===== config.mk =====
export PLATFORM = sky130hd
export DESIGN_NAME = adxl345_spi_reader
export DESIGN_NICKNAME = d
export VERILOG_FILES = /design/src/rtl/adxl345_spi_reader.sv
export SDC_FILE = /design/constraint.sdc
export NUM_CORES = 1
export LEC_CHECK = 0
export BUFFER_PORTS_ARGS = -buffer_cell sky130_fd_sc_hd__buf_2
export CORE_MARGIN = 2
export CORE_UTILIZATION = 55
export CTS_CLUSTER_DIAMETER = 60
export DETAILED_ROUTE_END_ITERATION = 10
export GPL_TIMING_DRIVEN = 0
export PLACE_DENSITY = 0.85
export SLEW_MARGIN = 20
export SYNTH_ARGS = -nofsm -noshare
export SYNTH_HDL_FRONTEND = slang
export SYNTH_SLANG_ARGS = --single-unit

===== constraint.sdc =====
create_clock -name MAX10_CLK1_50 -period 2.28 [get_ports MAX10_CLK1_50]
set_input_delay 0.57 -clock MAX10_CLK1_50 [delete_from_list [all_inputs] [get_ports MAX10_CLK1_50]]
set_output_delay 0.57 -clock MAX10_CLK1_50 [all_outputs]
set_load 0.02 [all_outputs]

===== src/rtl/adxl345_spi_reader.sv =====
// SPI mode-3 master for the ADXL345: two configuration writes after a startup delay, then
// periodic 6-byte burst reads of DATAX0..DATAZ1 presented as signed 16-bit samples.
module adxl345_spi_reader #(
    parameter int unsigned CLK_DIV        = 25,
    parameter int unsigned SAMPLE_PERIOD  = 500000,
    parameter int unsigned STARTUP_CYCLES = 100000
) (
    input  logic        MAX10_CLK1_50,
    input  logic        rst_n,
    output logic        spi_cs_n,
    output logic        spi_sclk,
    output logic        spi_sdi,
    input  logic        spi_sdo,
    output logic [15:0] accel_x,
    output logic [15:0] accel_y,
    output logic [15:0] accel_z,
    output logic        data_valid,
    output logic        init_done,
    output logic        busy
);

    typedef enum logic [2:0] {StStartup, StWrPwr, StWrFmt, StIdle, StRd} state_e;

    localparam logic [31:0] DivLast     = 32'(CLK_DIV - 1);
    localparam logic [31:0] StartLast   = 32'(STARTUP_CYCLES);
    localparam logic [31:0] PeriodLast  = 32'(SAMPLE_PERIOD - 1);
    localparam logic [6:0]  WrLastPhase = 7'd33;
    localparam logic [6:0]  RdLastPhase = 7'd113;

    state_e      state_q, state_d;
    logic        cs_n_q, cs_n_d;
    logic        sclk_q, sclk_d;
    logic        sdi_q, sdi_d;
    logic [31:0] cnt_q, cnt_d;      // startup delay, then cs_n high time
    logic [31:0] timer_q, timer_d;  // cycles since last read start
    logic [31:0] div_q, div_d;
    logic [6:0]  phase_q, phase_d;  // 0 setup, odd = SCLK low, even = SCLK high, last = hold
    logic [15:0] tx_q, tx_d;
    logic [47:0] rx_q, rx_d;
    logic [15:0] x_q, x_d, y_q, y_d, z_q, z_d;
    logic        dv_q, dv_d;
    logic        init_q, init_d;
    logic        start;
    logic [15:0] start_word;
    logic [6:0]  last_phase;

    always_comb begin
        state_d    = state_q;
        cs_n_d     = cs_n_q;
        sclk_d     = sclk_q;
        sdi_d      = sdi_q;
        cnt_d      = cnt_q;
        timer_d    = (timer_q == '1) ? timer_q : timer_q + 32'd1;
        div_d      = div_q;
        phase_d    = phase_q;
        tx_d       = tx_q;
        rx_d       = rx_q;
        x_d        = x_q;
        y_d        = y_q;
        z_d        = z_q;
        dv_d       = 1'b0;
        init_d     = init_q;
        start      = 1'b0;
        start_word = '0;
        last_phase = (state_q == StRd) ? RdLastPhase : WrLastPhase;

        if (cs_n_q) begin
            cnt_d = (cnt_q == '1) ? cnt_q : cnt_q + 32'd1;
            case (state_q)
                StStartup: begin
                    if (cnt_q >= StartLast) begin
                        state_d    = StWrPwr;
                        start      = 1'b1;
                        start_word = {2'b00, 6'h2D, 8'h08};
                    end
                end
                StWrFmt: begin
                    if (cnt_q >= DivLast) begin
                        start      = 1'b1;
                        start_word = {2'b00, 6'h31, 8'h08};
                    end
                end
                StIdle: begin
                    if (cnt_q >= DivLast && timer_q >= PeriodLast) begin
                        state_d    = StRd;
                        start      = 1'b1;
                        start_word = {8'hF2, 8'h00};
                        timer_d    = '0;
                    end
                end
                default: ;
            endcase
        end else if (div_q >= DivLast) begin
            div_d   = '0;
            phase_d = phase_q + 7'd1;
            if (phase_q == last_phase) begin
                cs_n_d = 1'b1;
                cnt_d  = '0;
                case (state_q)
                    StWrPwr: state_d = StWrFmt;
                    StWrFmt: begin
                        state_d = StIdle;
                        init_d  = 1'b1;
                        // First read follows init after only the minimum CS-high time.
                        timer_d = PeriodLast;
                    end
                    StRd: begin
                        state_d = StIdle;
                        dv_d    = 1'b1;
                        x_d     = {rx_q[39:32], rx_q[47:40]};
                        y_d     = {rx_q[23:16], rx_q[31:24]};
                        z_d     = {rx_q[7:0], rx_q[15:8]};
                    end
                    default: ;
                endcase
            end else if (phase_q[0]) begin
                sclk_d = 1'b1;
                rx_d   = {rx_q[46:0], spi_sdo};
            end else if (phase_q != last_phase - 7'd1) begin
                sclk_d = 1'b0;
                sdi_d  = tx_q[15];
                tx_d   = {tx_q[14:0], 1'b0};
            end
        end else begin
            div_d = div_q + 32'd1;
        end

        if (start) begin
            cs_n_d  = 1'b0;
            div_d   = '0;
            phase_d = '0;
            tx_d    = start_word;
        end
    end

    always_ff @(posedge MAX10_CLK1_50) begin
        if (!rst_n) begin
            state_q <= StStartup;
            cs_n_q  <= 1'b1;
            sclk_q  <= 1'b1;
            sdi_q   <= 1'b0;
            cnt_q   <= '0;
            timer_q <= '0;
            div_q   <= '0;
            phase_q <= '0;
            tx_q    <= '0;
            rx_q    <= '0;
            x_q     <= '0;
            y_q     <= '0;
            z_q     <= '0;
            dv_q    <= 1'b0;
            init_q  <= 1'b0;
        end else begin
            state_q <= state_d;
            cs_n_q  <= cs_n_d;
            sclk_q  <= sclk_d;
            sdi_q   <= sdi_d;
            cnt_q   <= cnt_d;
            timer_q <= timer_d;
            div_q   <= div_d;
            phase_q <= phase_d;
            tx_q    <= tx_d;
            rx_q    <= rx_d;
            x_q     <= x_d;
            y_q     <= y_d;
            z_q     <= z_d;
            dv_q    <= dv_d;
            init_q  <= init_d;
        end
    end

    assign spi_cs_n   = cs_n_q;
    assign spi_sclk   = sclk_q;
    assign spi_sdi    = sdi_q;
    assign accel_x    = x_q;
    assign accel_y    = y_q;
    assign accel_z    = z_q;
    assign data_valid = dv_q;
    assign init_done  = init_q;
    assign busy       = !cs_n_q;

endmodule

## After elaboration in Yosys (flattened, before gate mapping)

Index checks and enable logic that the tools add are counted.

| storage, ports and cells | value |
|---|---|
| output and inout port bits | 54 |
| input bits | 3 |
| word-level logic and storage cells | 108 |
| bits in registers | 223 |

| cells by class | value |
|---|---|
| $lt $le $gt $ge | 4 |
| mux-type cells | 43 |
| reductions and logical operators | 21 |
| $add $sub $neg | 5 |
| bitwise operators | 5 |
| equal/unequal tests | 15 |

Operators with widths:

| cell | number |
|---|---|
| $mux 32 | 12 |
| $mux 16 | 8 |
| $add 32x1->32 const B | 3 |
| $eq 32x32->1 const B | 2 |
| $ge 32x5->1 const B | 2 |
| $pmux 16 s3 | 1 |
| $ge 32x17->1 const B | 1 |
| $ge 32x19->1 const B | 1 |
| $mux 14 | 2 |
| $reduce_and 4->1 | 4 |
| $mux 3 | 5 |
| $pmux 3 s2 | 2 |
| $mux 1 | 11 |
| $reduce_and 5->1 | 2 |
| $reduce_bool 2->1 | 5 |
| $add 7x1->7 const B | 1 |
| $eq 7x7->1 | 1 |
| $mux 7 | 1 |
| $ne 7x7->1 | 1 |
| $sub 7x1->7 const B | 1 |
| $eq 3x2->1 const B | 2 |
| $ne 3x3->1 const B | 2 |
| $reduce_and 6->1 | 1 |
| $not 1->1 | 5 |
| other kinds (14) | 17 |

## Depth between registers and ports, before layout

Gate-level depths: netlist of the first run.

| depth | value |
|---|---|
| depth in word-level cells | 10 |
| gate-level depth with buffers | 11 |
| depth with buffers taken out | 8 |

## Worst setup path after synthesis of the first run

No wires, ideal clock.

| timing | value |
|---|---|
| path type | register to register |
| from | register timer_q[0] |
| to | register timer_q[1] |
| stages on the path, launching flop included | 11 |
| data arrival time | 2.102 ns |
| data required time | 2.148 ns |
| clock period less this slack | 2.235 ns |
| path slack | 0.045 ns |
| setup time | 0.132 ns |
| buffers on the path | 4 |
| cell sequence | dfxtp_1 -> ha_1 -> clkbuf_1 -> and3_1 -> clkbuf_1 -> and3_1 -> clkbuf_1 -> buf_2 -> nand2_1 -> mux2i_1 -> a21oi_1 |

| between the ends | value |
|---|---|
| longest elaborated chain between the ends | 6 |
| elaborated cells between the ends (all ways) | 11 |
| those cells by class | 1 x add/sub; 1 x order compare; 1 x eq/ne; 7 x mux; 1 x reduce/logical |

Ends and longest elaborated chain:

| what | line | source |
|---|---|---|
| start: declaration | 35 | `logic [31:0] timer_q, timer_d;` |
| start signal: assignment | 159 | `timer_q <= timer_d;` |
| $add 32x1->32 / $eq 32x32->1 (equally long branches) | 53 | `timer_d = (timer_q == '1) ? timer_q : timer_q + 32'd1;` |
| $mux 32 | 53 |  |
| $mux 32 | 99 | `case (state_q)` |
| $mux 32 | 96 | `if (phase_q == last_phase) begin` |
| $mux 32 | 93 | `end else if (div_q >= DivLast) begin` |
| $mux 32 (*) | 67 | `if (cs_n_q) begin` |

Mark *: on every way between the ends. The rest lies on a longest branch, timed or not.
A chain may end at the register's enable or synchronous reset.

## Worst setup path in the final report of the first run

| timing | value |
|---|---|
| from | register state_q[2] |
| to | register x_q[1], in the netlist accel_x[1] |

| between the ends | value |
|---|---|
| longest elaborated chain between the ends | 4 |

Ends and longest elaborated chain:

| what | line | source |
|---|---|---|
| start: declaration | 30 | `state_e state_q, state_d;` |
| start signal: assignment | 138 | `state_q <= StStartup;` |
| start signal: assignment | 154 | `state_q <= state_d;` |
| $eq 3x3->1 (*) | 65, 99 |  |
| $mux 7 | 65 | `last_phase = (state_q == StRd) ? RdLastPhase : WrLastPhase;` |
| $eq 7x7->1 | 96 |  |
| $reduce_and 4->1 (no source line) (*) | n/a |  |
| end signal: assignment | 148 | `x_q <= '0;` |
| end signal: assignment | 164 | `x_q <= x_d;` |
| end: declaration | 40 | `logic [15:0] x_q, x_d, y_q, y_d, z_q, z_d;` |

Marked as above.

==> run_results.csv, run 1 <==
group,metric,value,unit
status,status,"finished, violations left",
status,violations,"setup timing",
timing,hold_slack,0.297,ns
synth,synth_edf_count,0,
layout,drive_above_1_share,21.8,%
synth,yosys_warnings,0,
setup_path,timing.critical_path.from_type,"flip-flop",
routing,drt-pass1-iter-count,6,
power,p_total,7.86,mW
synth,synthArstFlopShare,0,%
setup_path,worstPathRequired,2.73,ns
global_routing,overflow,0,
setup_path,slowest_delay,0.39,ns
synth,postSynthAreaPerCell,8.18,sq um
place,port_buffers,56,
routing,vias_per_cell,6.04,
global_routing,antenna_found_initial,0,
routing,ant_nets,0,
cts,clkTransAtPathRegs,0.06,ns
hold_path,hp-class,"in -> reg",
layout,fin_util,69.0,%
cts,clock_latency,0.53,ns
power,ir_worst_vdd,0.684,mV
layout,syn2layout_area_growth,24.0,%
timing,worst_pin_slew,0.759,ns
routing,wl_per_cell,16.7,microns
timing,fin_crit_sh,103,%
timing,clock_skew,0.0118,ns
global_routing,grt_max_degree,14,
setup_path,crit_slowest_cell,"nor4b_4",
global_routing,grt_pass1_vias,7794,
setup_path,cp-end-kind,"flip-flop",
synth,synth_common_cells,"nand2_1 (263), dfxtp_1 (220), a21oi_1 (129)",
synth,synth_cells,1161,
place,gp_congestion,0.931,
cts,cts_tree,"yes",
floorplanning,row_count,48,
setup_path,critPathKind,"reg -> reg",
floorplanning,die_y,135,microns
timing,setup_slack,-0.0675,ns
synth,syn-num-nets,1172,
timing,hold_viol_final,0,
power,leakagePower,4.47,nW
layout,instances_no_fill,1493,
layout,num-fill-cells,1174,
floorplanning,core_area,0.0171,sq mm
timing,report.final.slew_viol_count,0,
synth,synth_top_area_share,46.4,%
synth,synthDistinctLibCells,70,
setup_path,cp_max_fo,7,
place,dp_cells,1442,
place,hpwl,15.0,mm
job,drv_cap,0,
routing,drtIter0Drc,809,
layout,antenna_cells,0,
floorplanning,fp.dieW,135,microns
cts,clock-sinks,220,
synth,synth-seq-cells,220,
routing,routed_wl,24.9,mm
timing,rsz0062_at_grt,"true",
layout,layout.nets,1265,
global_routing,grt_usage,24.2,%
synth,post-synth-top-count-cell,"nand2_1",
timing,slew_headroom,48.9,%
cts,clockBufferDepth,3,
synth,yosysSeqAreaShare,46.4,%
power,powerDensity,668,mW/mm^2
setup_path,crit_arrival,2.80,ns
cts,clock-root-buffer,"clkbuf_16",
routing,vias,9014,
floorplanning,die-area,0.0183,sq mm
synth,synth_area,0.00950,sq mm
cts,cts_max_level,1,
synth,ys.flop_type,"dfxtp_1",
floorplanning,num_io_pins,57,
synth,synth.area.top_cells,"dfxtp_1 (46%), nand2_1 (10%), a21oi_1 (6.8%)",
setup_path,cp_common_cell,"buf_6",
timing,setup_viol,20,
timing,setup_tns,-0.298,ns
routing,drc,0,
cts,cts_made_buffers,23,
floorplanning,initial_utilization,55.7,%
global_routing,grt_first_pass_wirelength,37.1,mm
synth,synth_top_area_cell,"dfxtp_1",
timing,max_freq,0.426,GHz
setup_path,worstPathCellList,"buf_6 > nor3b_4 > mux2i_2 > buf_4 > o2111ai_4 > nor4b_4 > buf_6 > clkbuf_16 > nand2_4 > a21oi_2",
timing,post-route-min-period,2.35,ns
## registers in the layout, summed over array words and instances, names as in the netlist, 3 cells and up
| name | count |
|---|---|
| cnt_q | 32 |
| div_q | 32 |
| timer_q | 32 |
| accel_y | 16 |
| tx_q | 13 |
| phase_q | 7 |
| state_q | 3 |
| accel_x | 16 |
| accel_z | 16 |
| rx_q | 48 |
## routing by layer
layer	GRT usage [%]	vias up	wire length [microns]
met1	32.5	4346	10400
met5	0	-	0
met2	39.6	354	12200
li1	-	4233	-
met4	9.38	0	719
met3	3.70	81	1690
## final cells by class
type / instances / area, sq um / area share [%]
clock buffer: 31 / 656 / 5.57
timing repair buffer: 76 / 473 / 4.02
inverter: 21 / 80.1 / 0.680
multi-input combinational: 850 / 5350 / 45.4
clock inverter: 8 / 109 / 0.924
tap: 225 / 282 / 2.39
buffer: 62 / 397 / 3.37
sequential: 220 / 4430 / 37.6
## worst paths after layout
check                           startpoint                       end  slack [ns]  depth (start not counted)
hold reg to reg   accel_z[10]$_SDFFE_PN0P_  accel_z[10]$_SDFFE_PN0P_        0.45                          2
setup / recovery   state_q[2]$_SDFFE_PN0P_   accel_x[1]$_SDFFE_PN0P_       -0.07                         10
hold / removal                     spi_sdo      rx_q[0]$_SDFFE_PN0P_        0.30                          3
setup reg to reg   state_q[2]$_SDFFE_PN0P_   accel_x[1]$_SDFFE_PN0P_       -0.07                         10
## repair_timing
item	CTS	global route
resized for setup	52	162
buffers inserted	4	14
hold buffers	0	0
pin swaps	4	58
gates cloned	0	2
endpoints found under the setup margin	186	202
## through the flow
| step | instance area, sq um | setup slack, ns |
|---|---|---|
| 6_report | 11800 | -0.0675 |
| 5_1_grt | 11800 | -0.131 |
| 4_1_cts | 11100 | -0.00984 |
| 3_5_place_dp | 10100 | -0.722 |
| 3_3_place_gp | 10100 | -0.603 |
| 2_1_floorplan | 9500 | 0.0454 |
## where the power goes
part           switching, mW  internal (mW)  total, mW
clock                   1.56           2.25       3.81
combinational          0.131         0.0507      0.182
sequential            0.0178           3.86       3.87
## cells in the final DEF (no fill, tap or decap), types with 20 or more instances in the layout
cell         n
a21oi_1    104
nor2_1      90
nand2_1    239
xor2_1      30
inv_1       20
dfxtp_1    203
a21oi_2     24
nand3_1     47
xnor2_1     38
clkbuf_1    28
nand4_1     34
clkbuf_16   25
buf_4       20
buf_2       64
## cell families after synthesis
group                      share of synthesized area, %
DFF                                                46.4
AOI/OAI and AO/OA                                  13.3
muxes                                              1.01
buffers and inverters                              4.19
and+or+nand+nor                                    27.7
xor gates and xnor gates                           6.27
adders and majority gates                          1.16
## worst max-delay path, delay by kind of cell, from the launching register on
kind,cells,cell delay (ns)
flops,1,0.33
mux,1,0.26
simple gates,3,0.67
compound gates,2,0.31
buf+inv,4,0.67
Note: power is estimated with default switching activity, not from simulation.
==> run 2: changes to the inputs <==
--- a/config.mk
+++ b/config.mk
@@ -5,6 +5,7 @@
 export SDC_FILE = /design/constraint.sdc
 export NUM_CORES = 1
 export LEC_CHECK = 0
+export ABC_AREA = 1
 export BUFFER_PORTS_ARGS = -buffer_cell sky130_fd_sc_hd__buf_2
 export CORE_MARGIN = 2
 export CORE_UTILIZATION = 55
==> run_results.csv, run 2 <==
group,metric,value,unit
status,status,"finished clean",
timing,worst_pin_slew,0.704,ns
synth,synth.area.top_cells,"dfxtp_1 (44%), nand2_1 (10%), nor2_1 (8.9%)",
cts,clock_latency,0.51,ns
layout,final_cell_mix,"nand2_1 (267), nor2_1 (234), dfxtp_1 (219), a21oi_1 (117), nand3_1 (105)",
power,power_frac_comb,1.7,%
synth,synth_top_area_cell,"dfxtp_1",
layout,fin_util,64.1,%
synth,ys.flop_type,"dfxtp_1",
routing,drc,0,
power,p_int,6.60,mW
layout,layout.nets,1463,
cts,clockBufferDepth,3,
setup_path,crit_buf_inv,5,
floorplanning,core_area,0.0178,sq mm
place,hpwl,17.0,mm
synth,synth_compound_area_share,11.3,%
timing,report.final.slew_viol_count,0,
layout,final_common_cell,"nand2_1",
setup_path,timing.critical_path.max_delay_family,"buffers and inverters",
setup_path,crit_arrival,1.64,ns
layout,largest_reg_flops,48,
floorplanning,num_io_pins,57,
synth,synth_cells,1371,
place,dpl_cell_area,0.0105,sq mm
synth,synth_top_area_share,44.5,%
timing,setup_slack,0.0738,ns
timing,setup_viol,0,
synth,synth_area,0.00990,sq mm
setup_path,slowest_delay,0.36,ns
global_routing,grt_pass1_vias,8662,
power,power.share.sequential,46.6,%
routing,wl_per_cell,14.2,microns
synth,post-synth-top-count-cell,"nand2_1",
cts,cts_tree,"yes",
synth,synth_edf_count,0,
timing,fin_crit_sh,96.8,%
synth,postSynthAreaPerCell,7.22,sq um
synth,yosys_warnings,0,
global_routing,grt_first_pass_wirelength,40.2,mm
timing,clock_skew,0.0129,ns
floorplanning,row_count,49,
power,sw_frac_of_total,20.4,%
power,powerDensity,727,mW/mm^2
cts,postCtsSetupBuffers,0,
synth,synthArstFlopShare,0,%
cts,clock-sinks,220,
setup_path,critPathKind,"reg -> out",
routing,drtIter0Drc,742,
job,drv_cap,0,
cts,clock-root-buffer,"clkbuf_16",
routing,vias,9290,
global_routing,overflow,0,
timing,max_freq,0.453,GHz
synth,synth-seq-cells,220,
setup_path,timing.critical_path.from_type,"flip-flop",
setup_path,worstPathRequired,1.71,ns
layout,syn2layout_area_growth,15.1,%
routing,drt-pass1-iter-count,5,
setup_path,cp_max_fo,10,
synth,yosysSeqAreaShare,44.5,%
timing,slew_headroom,53.1,%
setup_path,worstPathCellList,"buf_6 > inv_2 > clkbuf_8 > buf_4 > buf_4",
synth,syn-num-nets,1382,
layout,drive_above_1_share,13.5,%
power,leakagePower,4.42,nW
floorplanning,fp.dieW,138,microns
layout,antenna_cells,0,
setup_path,cp_common_cell,"buf_4",
synth,synth_xor_area_share,2.12,%
setup_path,cp-end-kind,"primary output",
synth,synth_common_cells,"nand2_1 (267), nor2_1 (235), dfxtp_1 (220)",
timing,post-route-min-period,2.21,ns
synth,synthDistinctLibCells,44,
layout,final_area,0.0114,sq mm
timing,hold_viol_final,0,
place,port_buffers,55,
synth,synth_fa_ha_area_share,1.01,%
cts,cts_made_buffers,24,
hold_path,hp-class,"in -> reg",
power,power_frac_clock,51.6,%
floorplanning,die_y,138,microns
power,p_total,8.29,mW
setup_path,crit_slowest_cell,"dfxtp_1",
power,ir_worst_vdd,0.690,mV
power,p_switching,1.69,mW
place,pre_cts_ws,-0.0764,ns
layout,largest-register,"rx_q",
timing,rsz0062_at_grt,"false",
synth,synth_top_family_by_area,"simple AND/OR/NAND/NOR gates",
synth,synth-simple-area-share,33.1,%
routing,routed_wl,24.0,mm
floorplanning,initial_utilization,55.7,%
global_routing,antenna_found_initial,0,
routing,vias_per_cell,5.47,
floorplanning,die-area,0.0191,sq mm
global_routing,grt_usage,24.4,%
cts,cts_max_level,1,
global_routing,grt_max_degree,15,
place,gp_congestion,0.931,
cts,clkTransAtPathRegs,0.06,ns
routing,ant_nets,0,
synth,synth_mux_area_share,0,%
[run 2: metrics by stage]
step	setup TNS (ns)	hold slack, ns	instances
3_5_place_dp	-1.06	0.434	1655
6_report	0	0.343	1697
3_3_place_gp	-0.255	0.428	1655
4_1_cts	0	0.335	1697
5_1_grt	0	0.361	1697
2_1_floorplan	0	0.420	1371
[run 2: layout make-up]
cell class	instances	area (sq um)
fill	1458	6380
multi-input combinational	975	4730
sequential	220	4410
clock buffer	31	688
inverter	114	437
buffer	62	378
tap	229	287
timing repair buffer	55	278
clock inverter	11	196
[run 2: timing repair]
| item | in CTS | in global routing |
|---|---|---|
| endpoints found under the setup margin | 21 | 31 |
| hold buffers | 0 | 0 |
| resized for setup | 9 | 8 |
[run 2: power by group through the flow]
stage                     Clock, mW  Combinational, mW  Sequential, mW
after floorplan                   0             0.0993            3.95
after global placement            0              0.135            3.95
after detailed placement          0              0.139            3.95
after CTS                      4.32              0.141            3.86
after global routing           4.48              0.161            3.87
final                          4.28              0.144            3.87
[run 2: path summary, 6_finish.rpt]
path | from | to | slack, ns | cells past startpoint
worst max-delay path | spi_cs_n$_SDFF_PN1_ | busy | 0.07 | 5
worst min-delay path | spi_sdo | rx_q[0]$_SDFFE_PN0P_ | 0.34 | 3
worst max register to register | cnt_q[1]$_SDFFE_PN0P_ | cnt_q[24]$_SDFFE_PN0P_ | 0.15 | 12
worst min register to register | div_q[25]$_SDFFE_PP0N_ | div_q[25]$_SDFFE_PP0N_ | 0.44 | 2
[run 2: cell families (layout without fill, tap and decap cells)]
family	Yosys count	after routing
AOI/OAI and AO/OA	214	214
buffers and inverters	176	273
DFF	220	220
adders and majority gates	8	8
xor gates and xnor gates	24	24
and+or+nand+nor	729	729
[run 2: routing by layer]
layer,part of all wire [%],track usage [%],up-vias
li1,-,-,4637
met2,47,41.7,317
met4,2.7,8.16,0
met1,44,31.8,4287
met5,0,0,-
met3,6.4,3.60,49
[run 2: worst reg2reg max path: stages (launching register included)]
cell,delay [ns]
dfxtp_1,0.40
ha_1,0.20
nand2_1,0.09
nor2_2,0.17
nand2_1,0.14
nor2_2,0.16
nand2_1,0.10
nand2_4,0.19
nand2_4,0.12
inv_6,0.12
buf_6,0.15
nand2_1,0.08
a21oi_1,0.13
